`src/rtl/cu_pkg.sv`:
```
// Shared types for the multicycle control unit: FSM states, opcodes,
// writeback-source codes and the decoded control bundle.
package cu_pkg;

  typedef enum logic [1:0] {
    IDLE = 2'd0,
    EXEC = 2'd1,
    MEM  = 2'd2,
    WB   = 2'd3
  } state_t;

  // Opcodes 0, 3, 6, 7 and 14 are plain ALU operations with no special handling.
  typedef enum logic [3:0] {
    OP_ADD = 4'd1,
    OP_AND = 4'd2,
    OP_NOR = 4'd4,
    OP_SLT = 4'd5,
    OP_J   = 4'd8,
    OP_JAL = 4'd9,
    OP_LW  = 4'd10,
    OP_SW  = 4'd11,
    OP_BEQ = 4'd12,
    OP_BNE = 4'd13,
    OP_LI  = 4'd15
  } opcode_t;

  localparam logic [1:0] SEL_ALU  = 2'd0;
  localparam logic [1:0] SEL_MEM  = 2'd1;
  localparam logic [1:0] SEL_LINK = 2'd2;
  localparam logic [1:0] SEL_IMM  = 2'd3;

  typedef struct packed {
    logic       to_wb;
    logic       to_mem;
    logic       mem_rd;
    logic       mem_wr;
    logic       jump;
    logic       br_eq;
    logic       br_ne;
    logic       wb_rd0;
    logic [1:0] wb_sel;
  } ctrl_t;

endpackage

```
`src/rtl/cu_decode.sv`:
```
// Combinational opcode-to-control table for the multicycle control unit.
module cu_decode
  import cu_pkg::*;
#(
  parameter int OPC_W = 4
) (
  input  logic [OPC_W-1:0] opc,
  output ctrl_t            ctrl
);

  always_comb begin
    ctrl        = '0;
    ctrl.to_wb  = 1'b1;
    ctrl.wb_sel = SEL_ALU;
    case (opc)
      OPC_W'(OP_ADD), OPC_W'(OP_AND), OPC_W'(OP_NOR), OPC_W'(OP_SLT): ctrl.wb_rd0 = 1'b1;
      OPC_W'(OP_LI): ctrl.wb_sel = SEL_IMM;
      OPC_W'(OP_J): begin
        ctrl.to_wb = 1'b0;
        ctrl.jump  = 1'b1;
      end
      OPC_W'(OP_JAL): begin
        ctrl.jump   = 1'b1;
        ctrl.wb_sel = SEL_LINK;
      end
      // LW reaches writeback through MEM, so it does not take the direct EXEC->WB path.
      OPC_W'(OP_LW): begin
        ctrl.to_wb  = 1'b0;
        ctrl.to_mem = 1'b1;
        ctrl.mem_rd = 1'b1;
        ctrl.wb_sel = SEL_MEM;
      end
      OPC_W'(OP_SW): begin
        ctrl.to_wb  = 1'b0;
        ctrl.to_mem = 1'b1;
        ctrl.mem_wr = 1'b1;
      end
      OPC_W'(OP_BEQ): begin
        ctrl.to_wb = 1'b0;
        ctrl.br_eq = 1'b1;
      end
      OPC_W'(OP_BNE): begin
        ctrl.to_wb = 1'b0;
        ctrl.br_ne = 1'b1;
      end
      default: ;
    endcase
  end

endmodule

```
`src/rtl/multicycle_control.sv`:
```
// Multicycle control FSM (IDLE/EXEC/MEM/WB) driving datapath strobes.
// Define MULTICYCLE_CONTROL_MEM_TIMEOUT_EN to abort MEM waits after TIMEOUT cycles.
module multicycle_control
  import cu_pkg::*;
#(
  parameter int INSTR_W = 8,
  parameter int OPC_W   = 4,
  parameter int RA_W    = 2,
  parameter int TIMEOUT = 15
) (
  input  logic               clk,
  input  logic               rst_n,
  input  logic               instr_valid,
  output logic               instr_ready,
  input  logic [INSTR_W-1:0] instr,
  input  logic               alu_zero,
  input  logic               mem_ack,
  output logic               mem_r_en,
  output logic               mem_w_en,
  output logic               reg_w_en,
  output logic               pc_load,
  output logic [1:0]         sel_w_source,
  output logic [OPC_W-1:0]   alu_op,
  output logic [RA_W-1:0]    reg_addr_0,
  output logic [RA_W-1:0]    reg_addr_1,
  output logic [RA_W-1:0]    reg_addr_w,
  output logic               done,
  output logic               err
);

  state_t             state, state_nxt;
  logic [INSTR_W-1:0] instr_q;
  logic [OPC_W-1:0]   opc;
  ctrl_t              ctrl;
  logic               retire;
  logic               timeout;
  logic               done_q, err_q;

  assign opc = instr_q[INSTR_W-1 -: OPC_W];

  cu_decode #(.OPC_W(OPC_W)) u_decode (
    .opc  (opc),
    .ctrl (ctrl)
  );

`ifdef MULTICYCLE_CONTROL_MEM_TIMEOUT_EN
  localparam int CNT_W = (TIMEOUT > 1) ? $clog2(TIMEOUT) : 1;
  logic [CNT_W-1:0] mem_cnt;

  // Counts completed MEM cycles; restarts every time MEM is entered.
  always_ff @(posedge clk) begin
    if (!rst_n || state != MEM) mem_cnt <= '0;
    else                        mem_cnt <= mem_cnt + 1'b1;
  end

  assign timeout = (state == MEM) && !mem_ack && (mem_cnt == CNT_W'(TIMEOUT - 1));
`else
  assign timeout = 1'b0;
`endif

  always_comb begin
    state_nxt = state;
    retire    = 1'b0;
    case (state)
      IDLE: if (instr_valid) state_nxt = EXEC;
      EXEC: begin
        if (ctrl.to_mem)     state_nxt = MEM;
        else if (ctrl.to_wb) state_nxt = WB;
        else begin
          state_nxt = IDLE;
          retire    = 1'b1;
        end
      end
      // An acknowledge in the last allowed cycle still wins over the timeout.
      MEM: begin
        if (mem_ack) begin
          if (ctrl.mem_rd) state_nxt = WB;
          else begin
            state_nxt = IDLE;
            retire    = 1'b1;
          end
        end else if (timeout) begin
          state_nxt = IDLE;
        end
      end
      WB: begin
        state_nxt = IDLE;
        retire    = 1'b1;
      end
      default: state_nxt = IDLE;
    endcase
  end

  always_ff @(posedge clk) begin
    if (!rst_n) begin
      state   <= IDLE;
      instr_q <= '0;
      done_q  <= 1'b0;
      err_q   <= 1'b0;
    end else begin
      state  <= state_nxt;
      done_q <= retire;
      err_q  <= timeout;
      if (state == IDLE && instr_valid) instr_q <= instr;
    end
  end

  assign instr_ready  = (state == IDLE);
  assign mem_r_en     = (state == MEM) && ctrl.mem_rd;
  assign mem_w_en     = (state == MEM) && ctrl.mem_wr;
  assign reg_w_en     = (state == WB);
  assign sel_w_source = (state == WB) ? ctrl.wb_sel : SEL_ALU;
  assign pc_load      = (state == EXEC) &&
                        (ctrl.jump || (ctrl.br_eq && alu_zero) || (ctrl.br_ne && !alu_zero));
  assign alu_op       = opc;
  assign reg_addr_0   = instr_q[RA_W-1:0];
  assign reg_addr_1   = instr_q[2*RA_W-1:RA_W];
  assign reg_addr_w   = ctrl.wb_rd0 ? '0 : instr_q[2*RA_W-1:RA_W];
  assign done         = done_q;
  assign err          = err_q;

endmodule
```
`config.mk`:
```
export PLATFORM = sky130hd
export DESIGN_NAME = multicycle_control
export DESIGN_NICKNAME = d
export VERILOG_FILES = /design/src/rtl/cu_pkg.sv /design/src/rtl/cu_decode.sv /design/src/rtl/multicycle_control.sv
export SDC_FILE = /design/constraint.sdc
export NUM_CORES = 1
export LEC_CHECK = 0
export ABC_AREA = 1
export ABC_CLOCK_PERIOD_IN_PS = 1100
export BUFFER_PORTS_ARGS = -buffer_cell sky130_fd_sc_hd__buf_2
export CORE_MARGIN = 2
export CORE_UTILIZATION = 40
export DETAILED_ROUTE_END_ITERATION = 10
export HOLD_SLACK_MARGIN = 0.12
export PLACE_DENSITY = 0.73
export SYNTH_ARGS = -nofsm -noshare
export SYNTH_HDL_FRONTEND = slang
export SYNTH_SLANG_ARGS = --single-unit
```
`constraint.sdc`:
```
create_clock -name clk -period 1.1 [get_ports clk]
set_clock_uncertainty 0.1 [all_clocks]
set_input_delay 0.055 -clock clk [delete_from_list [all_inputs] [get_ports clk]]
set_output_delay 0.055 -clock clk [all_outputs]
set_load 0.03 [all_outputs]
```
== Word-level counts from Yosys, hierarchy flattened ==
Cells that the tools add are included.
W data, S select, Z words.

* Equal/unequal tests: 16
* Multiplexer cells: 21
* Reductions and logical operators: 15

{| class="wikitable"
|+ Operator list
! kind !! number
|-
| $eq A4 B4 Y1 const B || 7
|-
| $mux W2 || 7
|-
| $mux W1 || 11
|-
| $eq A4 B3 Y1 const B || 2
|-
| $pmux W2 S4 || 1
|-
| $logic_and A1 B1 Y1 || 6
|-
| $pmux W2 S3 || 1
|-
| $reduce_or A5 Y1 || 1
|-
| $eq A2 B2 Y1 const B || 2
|-
| $eq A4 B1 Y1 const B || 1
|-
| $eq A4 B2 Y1 const B || 1
|-
| $ne A2 B2 Y1 const B || 2
|-
| $reduce_or A2 Y1 || 2
|-
| $reduce_or A4 Y1 || 1
|-
| $pmux W1 S3 || 1
|-
| $eq A2 B1 Y1 const B || 1
|-
| $logic_not A2 Y1 || 1
|-
| $logic_or A1 B1 Y1 || 2
|-
| $reduce_and A2 Y1 || 1
|-
| $logic_not A1 Y1 || 1
|}

* Register bits after elaboration: 11

== Longest topological paths before layout ==
Gate-level depths: netlist (run 1).

* Word-level depth: 6
* Depth in mapped cells: 7
* Depth with buffers taken out: 7

== By module ==
From an unflattened synthesis (run 1), not the netlist that was laid out.

* Cells, all modules: 107
* Area, all modules: 653.1 um^2

{| class="wikitable"
|+ Modules (own cells, without submodules)
! module !! times used !! cells each !! area an instance (um^2) !! seq. area each (um^2)
|-
| multicycle_control || 1 || 82 || 545.5 || 220.2
|-
| cu_decode || 1 || 25 || 107.6 || 0.0
|}

== Worst setup path after synthesis (run 1) ==
OpenSTA, ideal clock, no wires.

* Path type: register -> output
* Start point: register instr_q[7]
* End point: output mem_w_en
* Arrival: 1755 ps
* Required time: 945 ps
* Slack: -810 ps
* Cell stages (with the launch flop): 5
* Path buffers: 0
* Cells stage by stage: dfxtp_1 > nand2_1 > inv_1 > nand2_1 > nor4_1

* Word-level cells in the longest chain between the ends: 3

{| class="wikitable"
|+ RTL lines
! item !! line !! RTL
|-
| from (decl) || multicycle_control.sv:32 || <nowiki>logic [INSTR_W-1:0] instr_q;</nowiki>
|-
| from (signal assigned) || multicycle_control.sv:104 || <nowiki>if (state == IDLE && instr_valid) instr_q <= instr;</nowiki>
|-
| $eq A4 B4 Y1 || cu_decode.sv:15 || <nowiki>case (opc)</nowiki>
|-
| $mux W1 || cu_decode.sv:15 ||
|-
| $logic_and A1 B1 Y1 || multicycle_control.sv:110 || <nowiki>assign mem_w_en = (state == MEM) && ctrl.mem_wr;</nowiki>
|-
| to (decl) || multicycle_control.sv:19 || <nowiki>output logic mem_w_en,</nowiki>
|}

No other way between the ends.

== Worst setup path after layout (run 1) ==
* Start point: register instr_q[5]
* End point: output reg_addr_w[0]

* Word-level cells in the longest chain between the ends: 4
* Elaborated cells on any way between the ends: 7
* Classes of those cells: 4 x eq/ne; 2 x mux; 1 x reduce/logical

{| class="wikitable"
|+ RTL lines
! item !! line !! RTL
|-
| $eq A4 B1 Y1 (tied with other cells) || cu_decode.sv:15 ||
|-
| $reduce_or A4 Y1 (*) || cu_decode.sv:15 ||
|-
| $mux W1 (*) || cu_decode.sv:15 ||
|-
| $mux W2 (*) || multicycle_control.sv:118 || <nowiki>assign reg_addr_w = ctrl.wb_rd0 ? '0 : instr_q[2*RA_W-1:RA_W];</nowiki>
|-
| to (decl) || multicycle_control.sv:26 || <nowiki>output logic [RA_W-1:0] reg_addr_w,</nowiki>
|}

Every way passes the cells marked *; elsewhere a longest branch is shown, timed or not.

==> summary.txt, run 1 <==
Timing
  • RSZ-0062 raised after global routing: yes
  • Setup Viol. Count Final: 21
  • Slew Limit Fails: 0
  • Final hold vios: 0
  • Max Freq: 664.6 MHz
  • Final setup margin: -0.4046 ns
  • Crit share post-route: 1.368
  • Setup TNS: -4.291 ns
  • Crit path time final: 1.505 ns

Logic synthesis
  • Cell count after synthesis: 95
  • #FFs+latches synth: 11
  • Syn_area_per_cell: 7.112 µm²
  • Area leader, netlist: dfxtp_1
  • Sequential fraction of the synthesis area: 0.3259
  • Syn nets: 108
  • Synth warnings: 0
  • Synth top area share: 0.3259
  • Distinct cells, synth: 23
  • Cell Area, Synth: 675.6 µm²
  • Largest cells by area after synthesis: dfxtp_1, nand2_1, inv_1

Routing
  • ANT nets after route: 0
  • DR vias/cell: 5.911
  • Final WL: 3864 µm
  • DRC errors left: 0
  • Vias: 1064
  • Initial DRT Pass Iterations: 4
  • DRC marker count from the first detailed-route iteration: 36
  • Wire length per cell: 21.47 µm

Worst hold path
  • Worst Hold Class: input port to output port

Global routing
  • Vias in the first global route: 918
  • GRT Total Usage: 0.2958
  • Largest net degree at the start of global routing: 14
  • Initial antenna violation count: 0
  • Global-route wire length before repair: 4160 µm
  • Gr ovfl total: 0

Clocking
  • Num CTS Buffers: 3
  • Clock Latency Late Sink: 0.26 ns
  • Clk pin slew, worst setup/hold paths: 0.07 ns
  • Clock Sinks: 11
  • CTS Buffer Depth: 2
  • CTS root buffer: clkbuf_4
  • CTS tree: yes
  • Htree depth: 1

Layout
  • Layout Cells excl Fill: 180
  • Layout cells sized above 1: 0.6829
  • Ant diodes: 0
  • Final Util: 0.9813
  • Area Growth Syn to Fin: 123.9%
  • Fin nets: 178
  • Filler instances: 18

Power and ir drop
  • Power Dens Cells: 1234 mW/mm²
  • Worst VDD drop: 1.357 mV
  • Total power: 0.001867 W
  • Leakage power: 0.7276 nW

Critical path
  • Worst Setup End Kind: output port
  • Worst-path fanout max: 7
  • Worst EP arrival: 1.35 ns
  • Crit Path Category: flip-flop to output port
  • CP Launch Type: flip-flop
  • WP data required: 0.94 ns
  • R2r setup slk: -0.31 ns

Floorplanning
  • Core box area: 0.001541 mm²
  • Die Wd: 45.10 µm
  • Die area: 0.002034 mm²
  • # rows: 14
  • Initial Util: 0.4383
  • I/O pin cnt: 32
  • Die height: 45.10 µm

Placed design
  • GPL Wtd Cong: 0.8625
  • IO Port Bufs: 30
  • Placed cells: 150
  • DP HPWL: 1347 µm

Job
  • # Max-Cap Violations: 0

Outcome
  • Failing checks: setup timing
  • Outcome: finished with violations
## cell type report
class / instances / area, µm² / share of cell area
clock buffers: 4 / 26.28 / 0.01737
well taps: 16 / 20.02 / 0.01323
multi-input cells: 64 / 543.0 / 0.3590
flip-flops and latches: 11 / 242.7 / 0.1605
inverters: 18 / 87.58 / 0.05790
repair buffers: 67 / 593.1 / 0.3921
## flip-flops by register name, indices dropped and copies added (netlist names)
signal   cells
instr_q      8
state        2
done         1
## worst max-delay path, stage by stage (launching register included)
cell and delay (ns):
dfxtp_4 0.44, inv_1 0.13, nand3_1 0.12, nand3_2 0.10
nand2_1 0.10, inv_1 0.06, buf_6 0.13
## cells in the mapped netlist
library cell,n
nand3_1,5
o21a_1,1
nor2_4,1
nor4_1,1
inv_1,14
o21ai_2,6
nand2_4,1
a21oi_2,5
o21ai_1,1
nand2_2,1
buf_4,1
dfxtp_1,11
a21oi_1,2
o211ai_1,2
nand4_1,1
o211ai_2,1
nand2_1,16
inv_2,4
buf_6,2
o21ai_0,3
nor2_1,11
nor2_2,4
conb_1,1
## path summary, 6_finish.rpt
| check | endpoint | from | cells after the start |
|---|---|---|---|
| min reg2reg | instr_q[2] | instr_q[2] | 2 |
| max | reg_addr_w[0] | instr_q[5] | 6 |
| min | pc_load | alu_zero | 5 |
| max reg2reg | state[0] | instr_q[4] | 9 |
## routing by layer
layer,part of all wire,vias up,global-route usage
li1,-,442,-
met1,0.33,492,0.3060
met2,0.50,87,0.5714
met3,0.076,43,0.03200
met4,0.094,0,0.1529
met5,0,-,0
## logic make-up after synthesis
family | synth area share
AO/OA/AOI/OAI | 0.2389
buffers and inverters | 0.1444
flip-flops | 0.3259
other | 0.005550
AND/OR/NAND/NOR | 0.2852
## report_power, final
group          total (W)  internal, W  switching [W]
registers       0.000559     0.000460      0.0000990
logic            0.00104     0.000441       0.000597
clock network   0.000269     0.000140       0.000129
## placed cells by master, fill, tap and decap left out, types with 3 or more instances in the layout
| cell type | count |
|---|---|
| inv_4 | 4 |
| nor2_1 | 10 |
| nand2_4 | 5 |
| nand2_1 | 9 |
| a21oi_4 | 3 |
| nor2_2 | 3 |
| buf_6 | 22 |
| inv_2 | 4 |
| dlygate4sd3_1 | 11 |
| buf_2 | 18 |
| o21ai_2 | 6 |
| buf_4 | 14 |
| inv_1 | 8 |
| dfxtp_1 | 5 |
| o21ai_4 | 3 |
| a21oi_2 | 4 |
| nand2_2 | 3 |
| clkbuf_4 | 3 |
| dfxtp_4 | 6 |
| nor2_4 | 3 |
## stage by stage
step                area (µm²)  setup WS (ns)  hold slack [ns]
CTS                       1359        -0.3190           0.4044
floorplan                748.2        -0.1049          0.08961
global placement         991.0        -0.1043           0.1895
detailed placement       991.0        -0.1304           0.2008
global route              1513        -0.5096           0.4539
finish                    1513        -0.4046           0.4377
## timing repair
item / CTS / global route
setup buffers: 7 / 7
resized for setup: 53 / 18
hold endpoints to repair: 11 / 0
gates cloned: 0 / 1
pin swaps: 10 / 12
hold buffers: 11 / 0
setup endpoints to repair: 17 / 23
(Power assumes the default switching activity.)
==> inputs of run 2 (changes only) <==
--- a/config.mk
+++ b/config.mk
@@ -8,11 +8,13 @@
 export ABC_AREA = 1
 export ABC_CLOCK_PERIOD_IN_PS = 1100
 export BUFFER_PORTS_ARGS = -buffer_cell sky130_fd_sc_hd__buf_2
+export CELL_PAD_IN_SITES_DETAIL_PLACEMENT = 0
+export CELL_PAD_IN_SITES_GLOBAL_PLACEMENT = 1
 export CORE_MARGIN = 2
-export CORE_UTILIZATION = 40
+export CORE_UTILIZATION = 27
 export DETAILED_ROUTE_END_ITERATION = 10
 export HOLD_SLACK_MARGIN = 0.12
-export PLACE_DENSITY = 0.73
+export PLACE_DENSITY_LB_ADDON = 0.1
 export SYNTH_ARGS = -nofsm -noshare
 export SYNTH_HDL_FRONTEND = slang
 export SYNTH_SLANG_ARGS = --single-unit
==> run 2 against run 1 <==
The run still ends with setup timing left. Routed wire length is 48% lower. Critical path type unchanged. Worst setup slack improved by 0.088 ns. Largest cell class is now multi-input gates. Critical path depth is 2 lower. Largest power group unchanged. First-iteration DRC count decreased by 72%. Via count is 23% lower. Clock power is 6% higher. Sequential share of layout area up 1.1 points. Non-clock buffer count shrank 6. Register-to-register slack improved by 0.15 ns. Fmax rose by 6.2%.
==> summary.txt, run 2 (same netlist as run 1, synthesis figures left out) <==
Layout
  • Ant diodes: 0 (unchanged)
  • Layout cells sized above 1: 0.6772 (-0.005712)
  • Area Growth Syn to Fin: 109.1%
  • Biggest register: instr_q
  • Commonest non-fill, non-tap cell in the layout: buf_2
  • Max reg flops: 8 (unchanged)
  • Fin nets: 172 (-3.4%)
  • Commonest non-fill, non-tap cells in the layout: buf_2, buf_6, buf_4
  • Cell area after layout: 0.001413 mm² (-6.6%)

Critical path
  • CP max-delay cell: dfxtp_4
  • Worst-path cell chain: inv_6 -> buf_4 -> nor4_4 -> buf_6
  • Worst EP arrival: 1.26 ns (-0.09 ns)
  • Worst path max stage delay: 0.39 ns (-0.05 ns)
  • Worst-path fanout max: 5 (-2)
  • WP data required: 0.94 ns (about the same)
  • CP Launch Type: flip-flop
  • Crit Path Category: flip-flop to output port
  • Worst Reg2Reg Path Length in Cells: 6 (-3)
  • Worst Setup End Kind: output port

Routing
  • DRC marker count from the first detailed-route iteration: 10 (-72%)
  • Vias: 823 (-23%)
  • DRC errors left: 0 (unchanged)
  • ANT nets after route: 0 (unchanged)
  • Final WL: 1995 µm (-48%)
  • Initial DRT Pass Iterations: 4 (unchanged)
  • Wire length per cell: 10.61 µm (-51%)
  • DR vias/cell: 4.378 (-26%)

Timing
  • Crit share post-route: 1.288 (-0.07981)
  • Final hold vios: 0 (unchanged)
  • Setup Viol. Count Final: 19 (-9.5%)
  • RSZ-0062 raised after global routing: yes
  • Max Freq: 705.8 MHz (+6.2%)
  • Slew Limit Fails: 0 (unchanged)
  • Final setup margin: -0.3168 ns (+0.08779 ns)
  • Crit path time final: 1.417 ns (-0.08779 ns)

Power and ir drop
  • Power Dens Cells: 1215 mW/mm² (-1.5%)
  • Leakage power: 0.6700 nW (-7.9%)
  • Worst VDD drop: 0.8616 mV (-37%)

Floorplanning
  • Die height: 54.03 µm (+20%)
  • Die area: 0.002919 mm² (+43%)
  • Core box area: 0.002432 mm² (+58%)
  • # rows: 18 (+4)
  • Initial Util: 0.2778 (-0.1605)
  • Die Wd: 54.03 µm (+20%)
  • I/O pin cnt: 32 (unchanged)

Clocking
  • Clock Sinks: 11 (unchanged)
  • CTS root buffer: clkbuf_4
  • Clk pin slew, worst setup/hold paths: 0.07 ns (about the same)
  • Num CTS Buffers: 3 (unchanged)
  • CTS tree: yes
  • CTS Buffer Depth: 2 (unchanged)
  • Clock Latency Late Sink: 0.27 ns (about the same)
  • Htree depth: 1 (unchanged)

Placed design
  • GPL Wtd Cong: 0.7618 (-12%)
  • Dpl cell area: 0.001011 mm² (+2.0%)
  • DP HPWL: 1414 µm (+5.0%)
  • IO Port Bufs: 30 (unchanged)
  • Placement Setup Slack: -0.1155 ns (+0.01484 ns)

Global routing
  • Vias in the first global route: 770 (-16%)
  • Initial antenna violation count: 0 (unchanged)
  • GRT Total Usage: 0.1525 (-0.1433)
  • Gr ovfl total: 0 (unchanged)
  • Global-route wire length before repair: 3187 µm (-23%)
  • Largest net degree at the start of global routing: 13 (-1)

Outcome
  • Outcome: finished with violations
  • Failing checks: setup timing

Worst hold path
  • Worst Hold Depth: 2 (-3)
  • Worst Hold Class: flip-flop to flip-flop

Job
  • # Max-Cap Violations: 0 (unchanged)
==> run 2: routing by layer <==
metal | global-route usage | vias up | part of all wire | wire length, µm
li1 | - | 425 | - | -
met3 | 0.01667 | 7 | 0.040 | 80
met5 | 0 | - | 0 | 0
met1 | 0.1722 | 366 | 0.43 | 861
met2 | 0.2744 | 25 | 0.50 | 1002
met4 | 0.08750 | 0 | 0.026 | 51
==> run 2: where the power goes <==
part | total [W] | switching (W) | internal [W] | leakage, nW
sequential | 0.000542 | 0.0000821 | 0.000460 | 0.0947
clock | 0.000285 | 0.000145 | 0.000141 | 0.0150
combinational | 0.000889 | 0.000487 | 0.000403 | 0.560
==> run 2: timing repair <==
item | in CTS | in global routing
cloned | 0 | 1
pin swaps | 8 | 5
hold endpoints to repair | 11 | 0
endpoints found under the setup margin | 17 | 22
buffers inserted | 3 | 3
gates resized for setup | 41 | 20
hold buffers | 11 | 0
==> run 2: path summary, 6_finish.rpt <==
path	startpoint	to	slack (ns)
setup / recovery	instr_q[4]	mem_w_en	-0.32
hold / removal	instr_q[0]	instr_q[0]	0.40
setup reg to reg	state[0]	instr_q[6]	-0.16
hold reg to reg	instr_q[0]	instr_q[0]	0.40
==> run 2: final cells by class <==
class,instances,area (µm²)
Tap cell,30,37.54
Multi-Input combinational cell,64,520.5
Sequential cell,11,242.7
Fill cell,225,1020
Inverter,18,82.58
Clock buffer,4,26.28
Timing Repair Buffer,61,503.0
==> run 2: metrics by stage <==
stage	TNS, ns	utilization	hold slack, ns	std cells	total power, W
after floorplan	-0.9205	-	0.08961	95	0.0009492
after global placement	-0.7625	0.4156	0.1892	166	0.001173
after detailed placement	-0.7562	0.4156	0.2036	166	0.001175
after CTS	-2.647	0.5365	0.4069	184	0.001624
after global routing	-4.832	0.5808	0.4324	188	0.001835
final	-3.565	0.5808	0.4006	188	0.001717
==> run 2: worst max-delay path, delay by kind of cell, from the launching register on <==
| kind | cells | cell delay [ns] |
|---|---|---|
| flip-flops | 1 | 0.39 |
| AND/OR/NAND/NOR | 1 | 0.25 |
| buffers and inverters | 3 | 0.34 |
